## src/rtl/instruction_encoder_loader.sv

```systemverilog
// Packs a one-hot instruction class plus operand fields into a 32-bit word and writes it to consecutive imem addresses.
// Accept at edge N, write strobe in cycle N+1, next accept at N+2; in_ready low while writing or once memory is full.
module instruction_encoder_loader #(
    parameter int ADDR_W = 12,
    parameter int DEPTH  = 4096
) (
    input  logic              clock,
    input  logic              reset,
    input  logic              in_valid,
    output logic              in_ready,
    input  logic [10:0]       sel,
    input  logic [4:0]        rd,
    input  logic [4:0]        rs,
    input  logic [4:0]        rt,
    input  logic [4:0]        shamt,
    input  logic [4:0]        aluop,
    input  logic [16:0]       imm,
    input  logic [26:0]       target,
    input  logic              clear,
    output logic              imem_wren,
    output logic [ADDR_W-1:0] imem_addr,
    output logic [31:0]       imem_data,
    output logic              err,
    output logic              full
);

    typedef enum logic [1:0] {
        IDLE  = 2'd0,
        WRITE = 2'd1,
        FULL  = 2'd2
    } state_t;

    localparam logic [ADDR_W-1:0] LAST_ADDR = ADDR_W'(DEPTH - 1);

    state_t              state_q, state_d;
    logic [ADDR_W-1:0]   addr_q, addr_d;
    logic [31:0]         data_q, data_d;
    logic                err_q, err_d;
    logic                sel_onehot;
    logic [31:0]         enc_word;

    assign sel_onehot = (sel != 11'd0) && ((sel & (sel - 11'd1)) == 11'd0);

    always_comb begin
        enc_word = 32'd0;
        case (sel)
            11'b000_0000_0001: enc_word = {5'd0, rd, rs, rt, shamt, aluop, 2'b00};
            11'b000_0000_0010: enc_word = {5'd1, target};
            11'b000_0000_0100: enc_word = {5'd2, rd, rs, imm};
            11'b000_0000_1000: enc_word = {5'd3, target};
            11'b000_0001_0000: enc_word = {5'd4, rd, 22'd0};
            11'b000_0010_0000: enc_word = {5'd5, rd, rs, imm};
            11'b000_0100_0000: enc_word = {5'd6, rd, rs, imm};
            11'b000_1000_0000: enc_word = {5'd7, rd, rs, imm};
            11'b001_0000_0000: enc_word = {5'd8, rd, rs, imm};
            11'b010_0000_0000: enc_word = {5'd21, target};
            11'b100_0000_0000: enc_word = {5'd22, target};
            default:           enc_word = 32'd0;
        endcase
    end

    always_comb begin
        state_d = state_q;
        addr_d  = addr_q;
        data_d  = data_q;
        err_d   = 1'b0;
        case (state_q)
            IDLE: begin
                // clear wins over a simultaneous request; the request is dropped silently
                if (clear) begin
                    addr_d = '0;
                end else if (in_valid) begin
                    if (sel_onehot) begin
                        data_d  = enc_word;
                        state_d = WRITE;
                    end else begin
                        err_d = 1'b1;
                    end
                end
            end
            WRITE: begin
                if (clear) begin
                    addr_d  = '0;
                    state_d = IDLE;
                end else if (addr_q == LAST_ADDR) begin
                    state_d = FULL;
                end else begin
                    addr_d  = addr_q + ADDR_W'(1);
                    state_d = IDLE;
                end
            end
            FULL: begin
                if (clear) begin
                    addr_d  = '0;
                    state_d = IDLE;
                end
            end
            default: state_d = IDLE;
        endcase
    end

    always_ff @(posedge clock or posedge reset) begin
        if (reset) begin
            state_q <= IDLE;
            addr_q  <= '0;
            data_q  <= 32'd0;
            err_q   <= 1'b0;
        end else begin
            state_q <= state_d;
            addr_q  <= addr_d;
            data_q  <= data_d;
            err_q   <= err_d;
        end
    end

    // Strobe decoded from state so an asynchronous reset kills it immediately
    assign imem_wren = (state_q == WRITE);
    assign full      = (state_q == FULL);
    assign in_ready  = (state_q == IDLE);
    assign imem_addr = addr_q;
    assign imem_data = data_q;
    assign err       = err_q;

endmodule
```

## config.mk

```make
export PLATFORM = sky130hd
export DESIGN_NAME = instruction_encoder_loader
export DESIGN_NICKNAME = d
export VERILOG_FILES = /design/src/rtl/instruction_encoder_loader.sv
export SDC_FILE = /design/constraint.sdc
export NUM_CORES = 1
export LEC_CHECK = 0
export ABC_AREA = 0
export BUFFER_PORTS_ARGS = -buffer_cell sky130_fd_sc_hd__buf_2
export CAP_MARGIN = 15
export CORE_ASPECT_RATIO = 1.2
export CORE_UTILIZATION = 49
export CTS_BUF_LIST = sky130_fd_sc_hd__clkbuf_2 sky130_fd_sc_hd__clkbuf_4 sky130_fd_sc_hd__clkbuf_8
export DETAILED_ROUTE_END_ITERATION = 8
export HOLD_SLACK_MARGIN = 0.12
export MAX_ROUTING_LAYER = met4
export PLACE_DENSITY = 0.84
export SLEW_MARGIN = 30
export SYNTH_ARGS = -nofsm -noshare
export SYNTH_HDL_FRONTEND = slang
export SYNTH_SLANG_ARGS = --single-unit
```

## constraint.sdc

```tcl
create_clock -name clock -period 2.7 [get_ports clock]
set_input_delay 0.54 -clock clock [delete_from_list [all_inputs] [get_ports clock]]
set_output_delay 0.54 -clock clock [all_outputs]
set_load 0.02 [all_outputs]
```

==> flow_metrics.tcl, run 1 <==
set metrics [dict create \
    netlist_area_mm2 0.00292 \
    synth_ff_type "dfrtp_1" \
    fill_cells 516 \
    die_area_mm2 0.00627 \
    placed_cells 500 \
    synth_area_leaders "dfrtp_1, a31oi_1, a222oi_1, a21oi_2, clkbuf_1" \
    grt_max_degree 28 \
    root_buffer "clkbuf_8" \
    area_growth_pct 30.1 \
    placed_cell_area_mm2 0.00371 \
    finalSetupViolations 0 \
    power_w 0.00141 \
    fin_nets 512 \
    track_usage_pct 28.2 \
    hold_violations 0 \
    drc 0 \
    p_leak_nw 1.80 \
    drtIter0Drc 338 \
    maxCapViolCount 0 \
    end_kind "flip-flop" \
    crit_family "simple AND/OR/NAND/NOR gates" \
    dp.final_hpwl_mm 6.48 \
    pin_count 132 \
    detail-route-antenna-nets 0 \
    crit_path_start_kind "primary input" \
    critPathArrivalTime_ns 2.41 \
    cp.required_ns 2.89 \
    layout_min_cycle_time_ns 2.23 \
    core_mm2 0.00571 \
    viasPerCell 6.06 \
    place.gp.congestion 0.947 \
    drtPass1Iterations 9 \
    cts_tree "done" \
    crit_buf_inv 1 \
    diodes 0 \
    wl_per_cell_um 17.0 \
    slowest_stage "or4_4" \
    timing.rr.end "imem_addr[4]" \
    crit_type "in -> reg" \
    outcome "completed" \
    htree_levels 2 \
    grt_pass1_vias 2749 \
    synth_cells 298 \
    die_h_um 86.5 \
    clk_latency_ns 0.30 \
    vdd_drop_max_mv 0.203 \
    yosysWarnings 0 \
    crit_chain "buf_2 -> or4_4 -> a2111oi_2 -> o32a_1 -> and3_4 -> mux2_1" \
    critPathMaxFanout 10 \
    hp-class "in -> async" \
    drive_gt1_share_pct 45.1 \
    synth_top_area_share_pct 40.3 \
    num_vias 3080 \
    die_w_um 72.4 \
    finalInstanceArea_mm2 0.00379 \
    path_depth 6 \
    finClkSkew_ns 0.00649 \
    routed_wl_mm 8.64 \
    powerDensity_mw_per_mm2 372 \
    ys_types 54 \
    multi_input_comb_area_mm2 0.00158 \
    slowest_delay_ns 0.57 \
    netlist.top_cell.by_area "dfrtp_1" \
    worst_pin_slew_ns 0.668 \
    worstRegToRegCells 7 \
    synth_area_per_cell_um2 9.79 \
    rrSetupSlack_ns 0.63 \
    slew_viol_final 0 \
    ys_async_sr_fraction_pct 100 \
    rsz0062_at_grt "no" \
    rows 30 \
    synth-edff-count 0 \
    overflow 0 \
    setup_tns_ns 0 \
    clk_pin_slew_ns 0.09 \
    cts_sinks 47 \
    regArea_mm2 0.00118 \
    instances_no_fill 508 \
    period_share_pct 82.4 \
    post_cts_buffers 0 \
    yosysMostFrequentCell "dfrtp_1" \
    reg2reg_from "imem_addr[0]" \
    cts_inserted_buffers 5 \
    ctsResizeCount 0 \
    timing.fmax_ghz 0.449 \
    timing.slew.headroom_pct 55.2 \
    cts_hold_buf 0 \
    grt_pass1_wl_mm 13.4 \
    synth-seq-cells 47 \
    yosysSeqAreaShare_pct 40.3 \
    clockBufferDepth 2 \
    antenna_found_initial 0 \
    io_buffers 131 \
    synth_nets 383 \
    synthTopCellsByCount "dfrtp_1, a31oi_1, clkbuf_1" \
    initial_core_util_pct 51.1 \
]
logic make-up (layout without fill, tap and decap cells):
logic type               after synthesis  count (layout)  synth area share, %
AO/OA/AOI/OAI                        114             114                 30.4
buffers and inverters                 33             163                 5.92
multiplexers                          10              10                 4.16
adder cells (fa/ha/maj)                2               2                0.772
AND/OR/NAND/NOR                       86              86                 16.7
flip-flops                            47              47                 40.3
XOR/XNOR                               6               6                 1.80
cell usage in the layout, fill, tap and decap left out, types with 2 or more instances in the layout:
cell type	count
dfrtp_1	47
mux2i_1	2
inv_1	5
nor3_1	3
a221o_1	2
a222oi_1	15
nor4_1	3
a21oi_1	3
nor2_1	18
a31oi_1	28
a22o_1	3
nor4_2	2
nor2b_1	6
nand3_1	9
buf_4	15
nand2_1	18
o41ai_1	5
buf_12	3
o21ai_0	13
clkbuf_8	5
a32o_1	2
nand2b_1	3
mux2_4	3
o21ai_1	10
xor2_1	6
buf_2	131
a31oi_2	5
nand4_1	7
mux2_1	4
and3_1	4
o31ai_1	5
a21oi_2	16
registers in the layout, indices dropped and copies added (netlist names):
signal / count
imem_addr: 12
state_q: 2
imem_data: 32
err: 1
worst max-delay path by stage:
stage                          to  startpoint
finish              imem_data[28]      sel[2]
global route        imem_data[30]      sel[2]
CTS                 imem_data[30]      sel[2]
detailed placement  imem_data[30]      sel[2]
global placement     imem_data[0]      sel[2]
floorplan            imem_data[1]      sel[3]
per-stage QoR:
step / setup slack, ns / util (%) / hold WS (ns)
2_1_floorplan: 0.0206 / - / 0.605
3_3_place_gp: 0.213 / 65.0 / 0.469
3_5_place_dp: 0.142 / 65.0 / 0.474
4_1_cts: 0.472 / 66.5 / 0.206
5_1_grt: 0.435 / 66.5 / 0.209
6_report: 0.474 / 66.5 / 0.193
power by group:
| part | total [W] | switching (W) | internal, W | leakage (nW) |
|---|---|---|---|---|
| combinational | 0.000244 | 0.000142 | 0.000102 | 1.12 |
| sequential | 0.000735 | 0.0000111 | 0.000724 | 0.642 |
| clock | 0.000431 | 0.000239 | 0.000192 | 0.0446 |
| total | 0.00141 | 0.000393 | 0.00102 | 1.80 |
per-layer routing:
layer  wire, µm  vias up  GRT usage (%)  share of wire, %
li1           -     1425              -                 -
met2       4410      131           45.3                51
met1       3600     1507           37.6                42
met3        435       17           2.91               5.0
met5          0        -              -                 0
met4        185        0           8.91               2.1
final cells by class:
class | instances | area share [%]
inverters | 6 | 0.593
clock buffers | 6 | 2.01
flip-flops and latches | 47 | 31.0
multi-input cells | 218 | 41.6
repair buffers | 149 | 21.8
clock inverters | 2 | 0.330
well taps | 80 | 2.64
(Power assumes the default switching activity.)
==> run 2: changes to the inputs <==
ABC_AREA = 1   (was 0)
CORE_UTILIZATION = 52   (was 49)
PLACE_DENSITY = 0.85   (was 0.84)
clock period = 2.1 ns   (was 2.7 ns; I/O delays follow)
==> flow_metrics.tcl, run 2 <==
set metrics [dict create \
    crit_path_start_kind "flip-flop" \
    outcome "completed" \
    synth_area_per_cell_um2 6.05 \
    clkPwrFrac_pct 33.3 \
    grt_pass1_wl_mm 16.2 \
    final_common_cell "nand2_1" \
    layout_min_cycle_time_ns 1.87 \
    viasPerCell 5.09 \
    p_sw_share_pct 25.3 \
    synth-edff-count 0 \
    synth_cells 586 \
    yosysWarnings 0 \
    synth_nets 671 \
    drive_gt1_share_pct 24.0 \
    die_h_um 92.5 \
    drtPass1Iterations 5 \
    period_share_pct 89.2 \
    rsz0062_at_grt "no" \
    finClkSkew_ns 0.00415 \
    yosysMostFrequentCell "nand2_1" \
    wl_per_cell_um 12.0 \
    synth_area_leaders "dfrtp_1, nand2_1, nor2_1, inv_1, nand3_1" \
    htree_levels 2 \
    worst_pin_slew_ns 0.549 \
    synth_ff_type "dfrtp_1" \
    internal-power_w 0.00126 \
    grt_pass1_vias 3734 \
    ys_types 26 \
    synth_top_area_share_pct 33.2 \
    die_area_mm2 0.00715 \
    clk_pin_slew_ns 0.09 \
    crit_family "simple AND/OR/NAND/NOR gates" \
    dp.final_hpwl_mm 7.62 \
    multi_input_comb_area_mm2 0.00199 \
    cts_inserted_buffers 5 \
    drtIter0Drc 315 \
    rows 32 \
    clk_latency_ns 0.29 \
    p_comb_share_pct 13.0 \
    core_mm2 0.00653 \
    initial_core_util_pct 54.3 \
    track_usage_pct 28.6 \
    finalSetupViolations 0 \
    die_w_um 77.4 \
    crit_buf_inv 1 \
    p_sw_w 0.000428 \
    fill_cells 599 \
    powerDensity_mw_per_mm2 380 \
    end_kind "flip-flop" \
    largest_reg_flops 32 \
    antenna_found_initial 0 \
    cp.required_ns 2.32 \
    synth-seq-cells 47 \
    critPathMaxFanout 10 \
    timing.slew.headroom_pct 63.3 \
    detail-route-antenna-nets 0 \
    timing.fmax_ghz 0.534 \
    num_vias 4127 \
    netlist.top_cell.by_area "dfrtp_1" \
    routed_wl_mm 9.76 \
    seqPwrFrac_pct 53.7 \
    vdd_drop_max_mv 0.282 \
    post_cts_buffers 0 \
    regArea_mm2 0.00118 \
    cts_tree "done" \
    grt_max_degree 31 \
    pin_count 132 \
    root_buffer "clkbuf_8" \
    synthTopCellsByCount "nand2_1, nor2_1, inv_1" \
    crit_type "reg -> reg" \
    slew_viol_final 0 \
    fin_util_pct 68.3 \
    cts_sinks 47 \
    place.gp.congestion 0.973 \
    drc 0 \
    diodes 0 \
    overflow 0 \
    maxCapViolCount 0 \
    netlist_area_mm2 0.00355 \
    cp_common_cell "nor2_1" \
    ys_async_sr_fraction_pct 100 \
    hp-class "in -> async" \
    io_buffers 131 \
    fin_nets 810 \
    area_growth_pct 25.7 \
    slowest_stage "dfrtp_1" \
    hold_violations 0 \
    slowest_delay_ns 0.39 \
    p_leak_nw 2.73 \
    critPathArrivalTime_ns 2.09 \
    yosysSeqAreaShare_pct 33.2 \
    final_cell_mix "nand2_1, buf_2, nor2_1, inv_1, nand3_1" \
    clockBufferDepth 2 \
    crit_chain "ha_1 -> nand3_1 -> nor2_2 -> nand2_1 -> nor2_1 -> nand4_1 -> nand2_4 -> buf_4 -> nor2_1 -> a21oi_1" \
    setup_tns_ns 0 \
]
run 2: area by class of cell:
cell class                      count  share of cell area [%]
Clock inverter                      2                   0.365
Sequential cell                    47                    26.4
Tap cell                           85                    2.39
Timing Repair Buffer              149                    18.0
Inverter                           75                    6.31
Clock buffer                        6                    1.85
Multi-Input combinational cell    447                    44.7
run 2: kinds of logic (layout without fill, tap and decap cells):
kind of cell	count (synthesis)	after routing	share of synthesized area, %
DFF	47	47	33.2
adders and majority gates	1	1	0.353
xor gates and xnor gates	2	2	0.494
AOI/OAI and AO/OA	70	70	10.5
buffers and inverters	92	232	10.9
and+or+nand+nor	374	374	44.6
run 2: metal layers:
metal  vias up  routed length (µm)  GRT usage, %  part of all wire (%)
li1       2104                   -             -                     -
met1      1819                4170          34.6                    43
met2       186                4760          50.0                    49
met3        18                 664          2.86                   6.8
met4         0                 170          9.28                   1.7
met5         -                   0             -                     0
run 2: stage by stage:
| stage | setup WS (ns) | power (W) | hold slack (ns) | cell area, µm² | cells |
|---|---|---|---|---|---|
| final | 0.228 | 0.00169 | 0.165 | 4460 | 811 |
| after global routing | 0.0119 | 0.00177 | 0.202 | 4460 | 811 |
| after CTS | 0.177 | 0.00171 | 0.180 | 4450 | 811 |
| after detailed placement | 0.170 | 0.00114 | 0.461 | 4350 | 803 |
| after global placement | 0.245 | 0.00114 | 0.458 | 4350 | 803 |
| after floorplan | 0.320 | 0.00102 | 0.578 | 3550 | 586 |
run 2: worst paths after layout:
kind | cells past startpoint | to | startpoint | slack (ns)
setup / recovery | 10 | imem_addr[3] | imem_addr[0] | 0.23
hold / removal | 2 | imem_data[0] | reset | 0.17
setup reg to reg | 10 | imem_addr[3] | imem_addr[0] | 0.23
hold reg to reg | 2 | imem_data[18] | imem_data[18] | 0.48
max in group asynchronous | 3 | imem_data[8] | reset | 1.35
min in group clock | 5 | imem_data[18] | rs[1] | 0.41
run 2: power by group through the flow:
stage	clock [W]	sequential [W]	combinational (W)
after floorplan	0	0.000930	0.0000921
after global placement	0	0.000926	0.000212
after detailed placement	0	0.000926	0.000219
after CTS	0.000579	0.000908	0.000220
after global routing	0.000619	0.000908	0.000246
final	0.000564	0.000908	0.000220
run 2: repair_timing:
item | in CTS | in global routing
hold buffers | 0 | 0
resized for setup | 0 | 2
setup endpoints to repair | 0 | 8
==> run 3: changes to the inputs <==
PLACE_DENSITY = 0.84   (was 0.85)
==> flow_metrics.tcl, run 3 (synthesis gave the netlist of run 2 again) <==
set metrics [dict create \
    p_leak_nw 2.76 \
    critPathMaxFanout 10 \
    fin_nets 816 \
    drtPass1Iterations 5 \
    pin_count 132 \
    core_mm2 0.00653 \
    routed_wl_mm 10.1 \
    powerDensity_mw_per_mm2 393 \
    outcome "completed" \
    area_growth_pct 27.3 \
    detail-route-antenna-nets 0 \
    setup_ws_ns 0.123 \
    die_w_um 77.4 \
    crit_type "reg -> reg" \
    wl_per_cell_um 12.4 \
    cts_tree "done" \
    finalSetupViolations 0 \
    timing.slew.headroom_pct 56.8 \
    htree_levels 2 \
    rows 32 \
    vdd_drop_max_mv 0.352 \
    grt_pass1_wl_mm 16.7 \
    fill_cells 576 \
    drive_gt1_share_pct 24.9 \
    dp.final_hpwl_mm 7.67 \
    overflow 0 \
    worst_pin_slew_ns 0.647 \
    grt_max_degree 33 \
    finClkSkew_ns 0.00383 \
    place.gp.congestion 1.01 \
    slew_viol_final 0 \
    drc 0 \
    drtIter0Drc 301 \
    grt_pass1_vias 3725 \
    track_usage_pct 29.6 \
    placed_cells 805 \
    num_vias 4197 \
    hp-class "in -> async" \
    hold_violations 0 \
    clk_latency_ns 0.30 \
    cts_sinks 47 \
    end_kind "flip-flop" \
    period_share_pct 94.2 \
    rsz0062_at_grt "no" \
    viasPerCell 5.14 \
    clk_pin_slew_ns 0.09 \
    root_buffer "clkbuf_8" \
    die_area_mm2 0.00715 \
    die_h_um 92.5 \
    io_buffers 131 \
    setup_tns_ns 0 \
    cts_hold_buf 0 \
    cp.required_ns 2.28 \
    final_common_cell "nand2_1" \
    instances_no_fill 816 \
    antenna_found_initial 0 \
    maxCapViolCount 0 \
    diodes 0 \
    post-place-ws_ns 0.105 \
    critPathArrivalTime_ns 2.15 \
    final_cell_mix "nand2_1, buf_2, nor2_1, inv_1, nand3_1" \
    layout_min_cycle_time_ns 1.98 \
    initial_core_util_pct 54.3 \
    crit_path_start_kind "flip-flop" \
    largest_reg_flops 32 \
    clockBufferDepth 2 \
    timing.fmax_ghz 0.506 \
    cts_inserted_buffers 5 \
]
[run 3: repair_timing]
action,CTS,global route
setup buffers,0,4
resized for setup,0,7
endpoints found under the setup margin,0,9
[run 3: stage by stage]
step | total power (W) | instance area, µm² | util, % | hold WS (ns)
after floorplan | 0.00102 | 3550 | - | 0.578
after global placement | 0.00114 | 4350 | 66.7 | 0.460
after global routing | 0.00184 | 4510 | 69.2 | 0.264
final | 0.00178 | 4510 | 69.2 | 0.199
after detailed placement | 0.00114 | 4350 | 66.7 | 0.460
after CTS | 0.00177 | 4460 | 68.3 | 0.226
[run 3: worst max-delay path, cell delays in order, from the launching register on]
cell	delay, ns
dfrtp_1	0.42
ha_2	0.21
nand3_1	0.13
nor2_2	0.19
nand2_2	0.10
nor2_4	0.12
nand4_1	0.21
nand2_4	0.20
inv_4	0.08
nand3_1	0.09
o21ai_0	0.09
[run 3: routing by layer]
layer	track usage (%)	vias to the layer above	part of all wire, %
li1	-	2117	-
met2	52.4	190	50
met3	3.15	19	6.5
met1	35.0	1871	42
met4	10.1	0	2.2
met5	-	-	0
[run 3: cell type report]
type | count | area [µm²] | share of cell area (%)
multi-input combinational | 447 | 2000 | 44.4
sequential | 47 | 1180 | 26.1
timing repair buffer | 155 | 836 | 18.5
inverter | 75 | 284 | 6.29
tap | 85 | 106 | 2.36
clock buffer | 5 | 68.8 | 1.52
clock inverter | 2 | 37.5 | 0.832
[run 3: final timing paths]
path / start / to / slack, ns / cells past startpoint
worst max-delay path: imem_addr[1] / imem_addr[0] / 0.12 / 10
worst min-delay path: reset / imem_data[0] / 0.20 / 2
worst max register to register: imem_addr[1] / imem_addr[0] / 0.12 / 10
worst min register to register: imem_data[16] / imem_data[16] / 0.48 / 2
max in group asynchronous: reset / imem_data[15] / 1.32 / 3
min in group clock: imm[1] / imem_data[1] / 0.40 / 5
[run 3: power breakdown]
group	total, W	internal, W	switching, W
registers	0.000908	0.000907	0.00000107
logic	0.000226	0.0000909	0.000135
clock network	0.000642	0.000348	0.000294
total	0.00178	0.00135	0.000430
